===== src/rtl/pwm_pkg.sv =====
// Shared types and constants for the phased PWM array.
// Latency: n/a (package only).
// Backpressure: n/a.
package pwm_pkg;

    localparam int PERIOD_40K = 1250;
    localparam int DUTY_HALF  = PERIOD_40K / 2;
    // Config fields are sized for the longest supported period; unused upper bits stay zero.
    localparam int CFG_W      = 16;

    typedef struct packed {
        logic [CFG_W-1:0] phase;
        logic [CFG_W-1:0] duty;
        logic             en;
    } ch_cfg_t;

    typedef enum logic {
        ST_IDLE    = 1'b0,
        ST_PENDING = 1'b1
    } commit_st_e;

    function automatic ch_cfg_t cfg_reset(input int duty_rst);
        return '{phase: '0, duty: CFG_W'(duty_rst), en: 1'b0};
    endfunction

endpackage


===== src/rtl/phased_pwm_array_if.sv =====
// Config/commit/calibration bus and PWM outputs of the phased PWM array.
// Latency: n/a (wires only).
// Backpressure: none; master strobes, slave answers with registered pulses.
interface phased_pwm_array_if #(
    parameter int NUM_CH = 4,
    parameter int CNT_W  = $clog2(pwm_pkg::PERIOD_40K)
);
    localparam int CH_W = (NUM_CH > 1) ? $clog2(NUM_CH) : 1;

    logic              cfg_valid;
    logic [CH_W-1:0]   cfg_ch;
    logic [CNT_W-1:0]  cfg_phase;
    logic [CNT_W-1:0]  cfg_duty;
    logic              cfg_en;
    logic              cfg_err;
    logic              commit;
    logic              commit_pending;
    logic              commit_done;
    logic              calib_en;
    logic              sync_out;
    logic [NUM_CH-1:0] trans;

    modport master (
        output cfg_valid, cfg_ch, cfg_phase, cfg_duty, cfg_en, commit, calib_en,
        input  cfg_err, commit_pending, commit_done, sync_out, trans
    );

    modport slave (
        input  cfg_valid, cfg_ch, cfg_phase, cfg_duty, cfg_en, commit, calib_en,
        output cfg_err, commit_pending, commit_done, sync_out, trans
    );

endinterface


===== src/rtl/phased_pwm_channel.sv =====
// One transducer channel: active config register, wrap-safe phase compare, output flop.
// Latency: trans follows the shared counter by one cycle; active config loads on load.
// Backpressure: none.
module phased_pwm_channel
    import pwm_pkg::*;
#(
    parameter int PERIOD   = PERIOD_40K,
    parameter int CNT_W    = $clog2(PERIOD),
    parameter int DUTY_RST = PERIOD / 2
) (
    input  logic             clk,
    input  logic             rst_n,
    input  logic [CNT_W-1:0] cnt,
    input  logic             load,
    input  ch_cfg_t          shadow,
    output logic             trans
);
    localparam int XW = CFG_W + 1;

    ch_cfg_t       act_q, act_d;
    logic          trans_q, trans_d;
    logic [XW-1:0] cnt_x, phase_x, diff;

    always_comb begin
        act_d   = load ? shadow : act_q;
        cnt_x   = XW'(cnt);
        phase_x = {1'b0, act_q.phase};
        // Phase is always below PERIOD, so both branches land in 0..PERIOD-1.
        diff    = (cnt_x >= phase_x) ? (cnt_x - phase_x) : (cnt_x + XW'(PERIOD) - phase_x);
        trans_d = act_q.en && (diff < {1'b0, act_q.duty});
    end

    always_ff @(posedge clk or negedge rst_n) begin
        if (!rst_n) begin
            act_q   <= cfg_reset(DUTY_RST);
            trans_q <= 1'b0;
        end else begin
            act_q   <= act_d;
            trans_q <= trans_d;
        end
    end

    assign trans = trans_q;

endmodule


===== src/rtl/phased_pwm_array.sv =====
// N-channel phased square-wave generator, shadow config committed at the period wrap (SYNC_LOCK_EN adds sync_in).
// Latency: trans one cycle behind the counter; cfg_err/commit_done/sync_out registered one cycle after cause.
// Backpressure: none; every cfg write is taken or rejected with cfg_err, commit is idempotent while pending.
module phased_pwm_array
    import pwm_pkg::*;
#(
    parameter int NUM_CH   = 4,
    parameter int PERIOD   = PERIOD_40K,
    parameter int CNT_W    = $clog2(PERIOD),
    parameter int DUTY_RST = PERIOD / 2
) (
    input  logic              clk,
    input  logic              rst_n,
`ifdef SYNC_LOCK_EN
    input  logic              sync_in,
`endif
    phased_pwm_array_if.slave bus
);
    logic [CNT_W-1:0]  cnt_q, cnt_d;
    logic              run_q, run_d;
    logic              sync_out_q, sync_out_d;
    logic              cfg_err_q, cfg_err_d;
    logic              commit_done_q, commit_done_d;
    commit_st_e        st_q, st_d;
    ch_cfg_t           shadow_q [NUM_CH];
    ch_cfg_t           shadow_d [NUM_CH];
    logic              wrap, realign, sync_edge, cfg_ok, apply;
    logic [NUM_CH-1:0] trans;

`ifdef SYNC_LOCK_EN
    logic [1:0] sync_ff_q, sync_ff_d;
    logic       sync_prev_q, sync_prev_d;

    always_comb begin
        sync_ff_d   = {sync_ff_q[0], sync_in};
        sync_prev_d = sync_ff_q[1];
        sync_edge   = sync_ff_q[1] & ~sync_prev_q;
    end

    always_ff @(posedge clk or negedge rst_n) begin
        if (!rst_n) begin
            sync_ff_q   <= '0;
            sync_prev_q <= 1'b0;
        end else begin
            sync_ff_q   <= sync_ff_d;
            sync_prev_q <= sync_prev_d;
        end
    end
`else
    assign sync_edge = 1'b0;
`endif

    always_comb begin
        run_d    = 1'b1;
        wrap     = run_q && (cnt_q == CNT_W'(PERIOD - 1));
        realign  = bus.calib_en | sync_edge;
        // The first edge after reset only arms the counter, so count 0 is shown with sync_out.
        if (!run_q || wrap || realign) cnt_d = '0;
        else                           cnt_d = cnt_q + CNT_W'(1);
        sync_out_d = (cnt_d == '0);

        cfg_ok    = (32'(bus.cfg_ch) < NUM_CH) && (32'(bus.cfg_phase) < PERIOD);
        cfg_err_d = bus.cfg_valid && !cfg_ok;
        shadow_d  = shadow_q;
        if (bus.cfg_valid && cfg_ok) begin
            shadow_d[bus.cfg_ch] = '{phase: CFG_W'(bus.cfg_phase),
                                     duty:  CFG_W'(bus.cfg_duty),
                                     en:    bus.cfg_en};
        end

        st_d  = st_q;
        apply = 1'b0;
        unique case (st_q)
            ST_IDLE: begin
                if (bus.commit) begin
                    if (wrap || realign) apply = 1'b1;
                    else                 st_d  = ST_PENDING;
                end
            end
            ST_PENDING: begin
                if (wrap || realign) begin
                    apply = 1'b1;
                    st_d  = ST_IDLE;
                end
            end
            default: st_d = ST_IDLE;
        endcase
        commit_done_d = apply;
    end

    always_ff @(posedge clk or negedge rst_n) begin
        if (!rst_n) begin
            cnt_q         <= '0;
            run_q         <= 1'b0;
            sync_out_q    <= 1'b0;
            cfg_err_q     <= 1'b0;
            commit_done_q <= 1'b0;
            st_q          <= ST_IDLE;
            shadow_q      <= '{default: cfg_reset(DUTY_RST)};
        end else begin
            cnt_q         <= cnt_d;
            run_q         <= run_d;
            sync_out_q    <= sync_out_d;
            cfg_err_q     <= cfg_err_d;
            commit_done_q <= commit_done_d;
            st_q          <= st_d;
            shadow_q      <= shadow_d;
        end
    end

    // Shadow is sampled pre-write, so a write on the commit edge waits for the next commit.
    for (genvar i = 0; i < NUM_CH; i++) begin : g_ch
        phased_pwm_channel #(
            .PERIOD  (PERIOD),
            .CNT_W   (CNT_W),
            .DUTY_RST(DUTY_RST)
        ) u_ch (
            .clk   (clk),
            .rst_n (rst_n),
            .cnt   (cnt_q),
            .load  (apply),
            .shadow(shadow_q[i]),
            .trans (trans[i])
        );
    end

    assign bus.trans          = trans;
    assign bus.sync_out       = sync_out_q;
    assign bus.cfg_err        = cfg_err_q;
    assign bus.commit_done    = commit_done_q;
    assign bus.commit_pending = (st_q == ST_PENDING);

endmodule

===== src/flat_wrapper.sv =====
// flat-port wrapper written by rule: the top's interface ports become plain ports
module phased_pwm_array_flat import pwm_pkg::*;
#(
    parameter int NUM_CH   = 4,
    parameter int PERIOD   = PERIOD_40K,
    parameter int CNT_W    = $clog2(PERIOD),
    parameter int DUTY_RST = PERIOD / 2
)
  (clk, rst_n, bus_cfg_valid, bus_cfg_ch, bus_cfg_phase, bus_cfg_duty, bus_cfg_en, bus_commit, bus_calib_en, bus_cfg_err, bus_commit_pending, bus_commit_done, bus_sync_out, bus_trans);
  phased_pwm_array_if #(.NUM_CH(NUM_CH), .CNT_W(CNT_W)) bus_i ();
  input  logic clk;
  input  logic rst_n;
  input wire logic [$bits(bus_i.cfg_valid)-1:0] bus_cfg_valid;
  input wire logic [$bits(bus_i.cfg_ch)-1:0] bus_cfg_ch;
  input wire logic [$bits(bus_i.cfg_phase)-1:0] bus_cfg_phase;
  input wire logic [$bits(bus_i.cfg_duty)-1:0] bus_cfg_duty;
  input wire logic [$bits(bus_i.cfg_en)-1:0] bus_cfg_en;
  input wire logic [$bits(bus_i.commit)-1:0] bus_commit;
  input wire logic [$bits(bus_i.calib_en)-1:0] bus_calib_en;
  output wire logic [$bits(bus_i.cfg_err)-1:0] bus_cfg_err;
  output wire logic [$bits(bus_i.commit_pending)-1:0] bus_commit_pending;
  output wire logic [$bits(bus_i.commit_done)-1:0] bus_commit_done;
  output wire logic [$bits(bus_i.sync_out)-1:0] bus_sync_out;
  output wire logic [$bits(bus_i.trans)-1:0] bus_trans;
  assign bus_i.cfg_valid = bus_cfg_valid;
  assign bus_i.cfg_ch = bus_cfg_ch;
  assign bus_i.cfg_phase = bus_cfg_phase;
  assign bus_i.cfg_duty = bus_cfg_duty;
  assign bus_i.cfg_en = bus_cfg_en;
  assign bus_i.commit = bus_commit;
  assign bus_i.calib_en = bus_calib_en;
  assign bus_cfg_err = bus_i.cfg_err;
  assign bus_commit_pending = bus_i.commit_pending;
  assign bus_commit_done = bus_i.commit_done;
  assign bus_sync_out = bus_i.sync_out;
  assign bus_trans = bus_i.trans;
  phased_pwm_array #(.NUM_CH(NUM_CH), .PERIOD(PERIOD), .CNT_W(CNT_W), .DUTY_RST(DUTY_RST)) u_core (.clk(clk), .rst_n(rst_n), .bus(bus_i));
endmodule

===== config.mk =====
export PLATFORM = sky130hd
export DESIGN_NAME = phased_pwm_array_flat
export DESIGN_NICKNAME = d
export VERILOG_FILES = /design/src/rtl/pwm_pkg.sv /design/src/rtl/phased_pwm_array_if.sv /design/src/rtl/phased_pwm_channel.sv /design/src/rtl/phased_pwm_array.sv /design/src/flat_wrapper.sv
export SDC_FILE = /design/constraint.sdc
export NUM_CORES = 1
export LEC_CHECK = 0
export CELL_PAD_IN_SITES_DETAIL_PLACEMENT = 0
export CELL_PAD_IN_SITES_GLOBAL_PLACEMENT = 1
export CORE_ASPECT_RATIO = 1.25
export CORE_MARGIN = 2
export CORE_UTILIZATION = 46
export CTS_CLUSTER_DIAMETER = 80
export DETAILED_ROUTE_END_ITERATION = 16
export GPL_TIMING_DRIVEN = 0
export PLACE_DENSITY = 0.8
export SYNTH_ARGS = -nofsm -noshare
export SYNTH_HDL_FRONTEND = slang
export SYNTH_HIERARCHICAL = 1
export SYNTH_SLANG_ARGS = --single-unit
export TNS_END_PERCENT = 1

===== constraint.sdc =====
create_clock -name clk -period 4 [get_ports clk]
set_input_delay 0.4 -clock clk [delete_from_list [all_inputs] [get_ports clk]]
set_output_delay 0.4 -clock clk [all_outputs]
set_load 0.005 [all_outputs]

==> reports/results.tsv <==
stage	metric	value	unit
run_status	outcome	complete, but fails checks	
run_status	violations	setup timing	
timing	hold_viol_final	0	
timing	fin_ws	-0.04836	ns
synth	syn_area	16500	sq um
placement	port_buffers	36	
setup_path	critPathRequiredTime	4.47	ns
drt	via_per_inst	5.301	
layout	mostFrequentLayoutCells	200 x inv_1, 192 x dfrtp_1, 167 x nand2_1	
layout	final-instance-count-excl-fill	2332	
clock_tree	clk_pin_slew	0.06	ns
setup_path	critPathKind	flop to flop	
synth	synth-simple-area-share	11.29	%
timing	relSlewSlack	34.52	%
clock_tree	clock-root-buffer	clkbuf_16	
timing	slew_violations	0	
placement	dpl-instance-area	17690	sq um
drt	drt_pass1_iterations	5	
synth	synth-compound-area-share	14.39	%
synth	ys_seq_area_share	37.31	%
setup_path	crit_fanout	3	
timing	clock_skew	0.03286	ns
timing	final.min_clock_period	4.048	ns
synth	synth_cells	1681	
drt	drt_iter0_drc	528	
synth	synth_top_family_by_area	adder cells	
setup_path	r2r_slack	-0.05	ns
timing	setup_viol	1	
floorplan	fp.coreArea	35360	sq um
clock_tree	cts_tree	yes	
setup_path	endpoint_kind	flop	
floorplan	ios	38	
drt	drcViolationCount	0	
synth	ys_types	81	
layout	final_common_cell	inv_1	
floorplan	start_util	46.66	%
layout	fin_area	19620	sq um
power_and_ir_drop	p_leak	8.562	nW
power_and_ir_drop	vdd_drop_max	0.3529	mV
job	max_cap_violations	0	
drt	wirelength	41.48	mm
grt	grt_pass1_wl	66.14	mm
clock_tree	numCtsBuffers	27	
placement	globalplace.congestion	0.8670	
timing	setup_tns	-0.04836	ns
placement	dp.cells	2233	
timing	fin_crit_sh	101.2	%
layout	areaGrowthSynthToFinish	18.92	%
synth	synth_edf_count	0	
clock_tree	clk_path_buf_depth	3	
clock_tree	clock-sinks	244	
synth	synthAdderAreaFrac	16.29	%
synth	ys.warnings.count	6	
setup_path	crit_arrival	4.52	ns
synth	postSynth.asyncResetShare	100.0	%
setup_path	worstRegToRegCells	17	
grt	antenna_found_initial	0	
clock_tree	htreeDepth	1	
setup_path	cp-start-kind	flop	
grt	first_global_vias	12537	
drt	route.vias.total	12363	
floorplan	die_h	215.7	microns
setup_path	reg2reg_from	u_core/cnt_q[3]	
clock_tree	clock_latency	0.57	ns
synth	synth_area_per_cell	9.815	sq um
floorplan	rows	77	
floorplan	die-area	37410	sq um
layout	finish.utilization	55.49	%
drt	wire_per_inst	17.79	microns
synth	ys.flop_type	dfrtp_1	
floorplan	die_w	173.4	microns
drt	ant_nets	0	
grt	grt.total_usage	22.29	%
power_and_ir_drop	p_per_area	530.3	nW/um^2
timing	rsz0062_at_grt	true	
synth	ys_seq_elements	244	
synth	synthXorXnorAreaFrac	4.884	%
worst_hold_path	hold_path.class	input pin to async pin	
setup_path	r2r_end	u_core/g_ch[1].u_ch/trans	
layout	drive_above_1_share	21.65	%
placement	hpwl	29.92	mm
timing	clock.fmax	247.0	MHz
timing	worst_slew_pin_slew	0.9821	ns
grt	grt_max_degree	118	
layout	fin_nets	2064	
grt	overflow	0	
synth	muxShareOfSynthArea	9.593	%
-- report_power, final --
| part | internal (mW) | leakage (nW) | switching [mW] |
|---|---|---|---|
| clock | 1.70 | 0.480 | 1.09 |
| sequential | 3.04 | 2.90 | 0.276 |
| combinational | 1.98 | 5.18 | 2.32 |
| total | 6.72 | 8.56 | 3.69 |
-- worst max path at each step --
| stage | from | end | slack, ns | cells after the start |
|---|---|---|---|---|
| after global routing | u_core/cnt_q[3] | u_core/g_ch[1].u_ch/trans | -0.21 | 18 |
| after global placement | rst_n | u_core/cnt_q[3] | -8.88 | 1 |
| after detailed placement | u_core/cnt_q[5] | u_core/g_ch[1].u_ch/trans | -0.73 | 19 |
| after CTS | u_core/cnt_q[1] | u_core/g_ch[1].u_ch/trans | -0.11 | 20 |
| final | u_core/cnt_q[3] | u_core/g_ch[1].u_ch/trans | -0.05 | 17 |
| after floorplan | u_core/cnt_q[4] | u_core/g_ch[1].u_ch/trans | 0.0006 | 17 |
-- worst max-delay path, cell delays in order, from the launching register on --
cell	delay (ns)
dfrtp_4	0.51
buf_12	0.15
buf_4	0.14
fa_2	0.39
o311ai_0	0.72
nand2b_1	0.15
o21ai_0	0.18
nand2_1	0.09
xnor2_1	0.13
mux2i_1	0.20
ha_1	0.30
nand2_4	0.08
nor2_4	0.04
a2111oi_4	0.19
nor2_1	0.10
a2111oi_2	0.30
o2111ai_1	0.17
nor2_1	0.12
-- cells by family (layout without fill, tap and decap cells) --
family,Yosys count,after routing
simple gates,389,389
flops,244,244
mux,134,134
compound gates,372,372
buf+inv,250,387
other cells,2,42
xor+xnor,92,92
fa+ha+maj,198,198
-- layout make-up --
| cell class | instances | area [sq um] |
|---|---|---|
| plain buffers | 46 | 262.8 |
| repair buffers | 87 | 838.3 |
| clock inverters | 21 | 310.3 |
| clock buffers | 29 | 683.2 |
| fillers | 3152 | 15740 |
| inverters | 204 | 765.7 |
| diodes | 1 | 2.502 |
| well taps | 474 | 593.1 |
| multi-input cells | 1226 | 9975 |
| flip-flops and latches | 244 | 6191 |
-- metrics by stage --
stage | hold slack (ns) | total power [mW] | setup slack, ns
4_1_cts | 0.2683 | 10.22 | -0.1146
3_5_place_dp | 0.2735 | 7.128 | -0.7288
6_report | 0.3003 | 10.41 | -0.04836
3_3_place_gp | 0.4569 | 7.022 | -8.877
2_1_floorplan | 0.1044 | 6.207 | 0.0005946
5_1_grt | 0.2999 | 11.20 | -0.2052
-- routing by layer --
metal / vias to the layer above / track usage [%] / wire length, microns
li1: 6044 / - / -
met1: 6029 / 28.86 / 18540
met2: 234 / 38.87 / 20130
met3: 56 / 2.925 / 1691
met4: 0 / 6.695 / 1113
met5: - / 0 / 0
-- synthesized netlist by cell type (14+ instances only) --
cell type    n  area, sq um
a21oi_1     81        405.4
clkbuf_1    23        86.33
dfrtp_1    204         5105
dfstp_2     40         1051
fa_1        28        560.5
ha_1       170         2127
inv_1      202        758.2
mux2_2      94         1059
mux2_4      23        345.3
nand2_1    168        630.6
nand3_1     18        90.09
nand4_1     14        87.58
nor2_1      86        322.8
nor2b_1     15        93.84
nor3_1      23        115.1
o21ai_0    154        770.7
xnor2_1     65        569.3
xor2_1      27        236.5
-- registers in the layout, indices dropped and copies added (netlist names) --
name / count
u_core/bus.sync_out: 1
u_core/bus.commit_pending: 1
u_core/g_ch.u_ch/act_q: 132
u_core/bus.commit_done: 1
u_core/run_q: 1
u_core/g_ch.u_ch/trans: 4
u_core/cnt_q: 11
u_core/shadow_q: 92
u_core/bus.cfg_err: 1
-- what timing repair did --
action | CTS | global route
endpoints found under the hold margin | 26 | 0
setup endpoints to repair | 4 | 4
pin swaps | 39 | 42
resized for setup | 69 | 57
buffers inserted | 39 | 8
hold buffers | 1 | 0
Power figures use the tool's default switching activity.
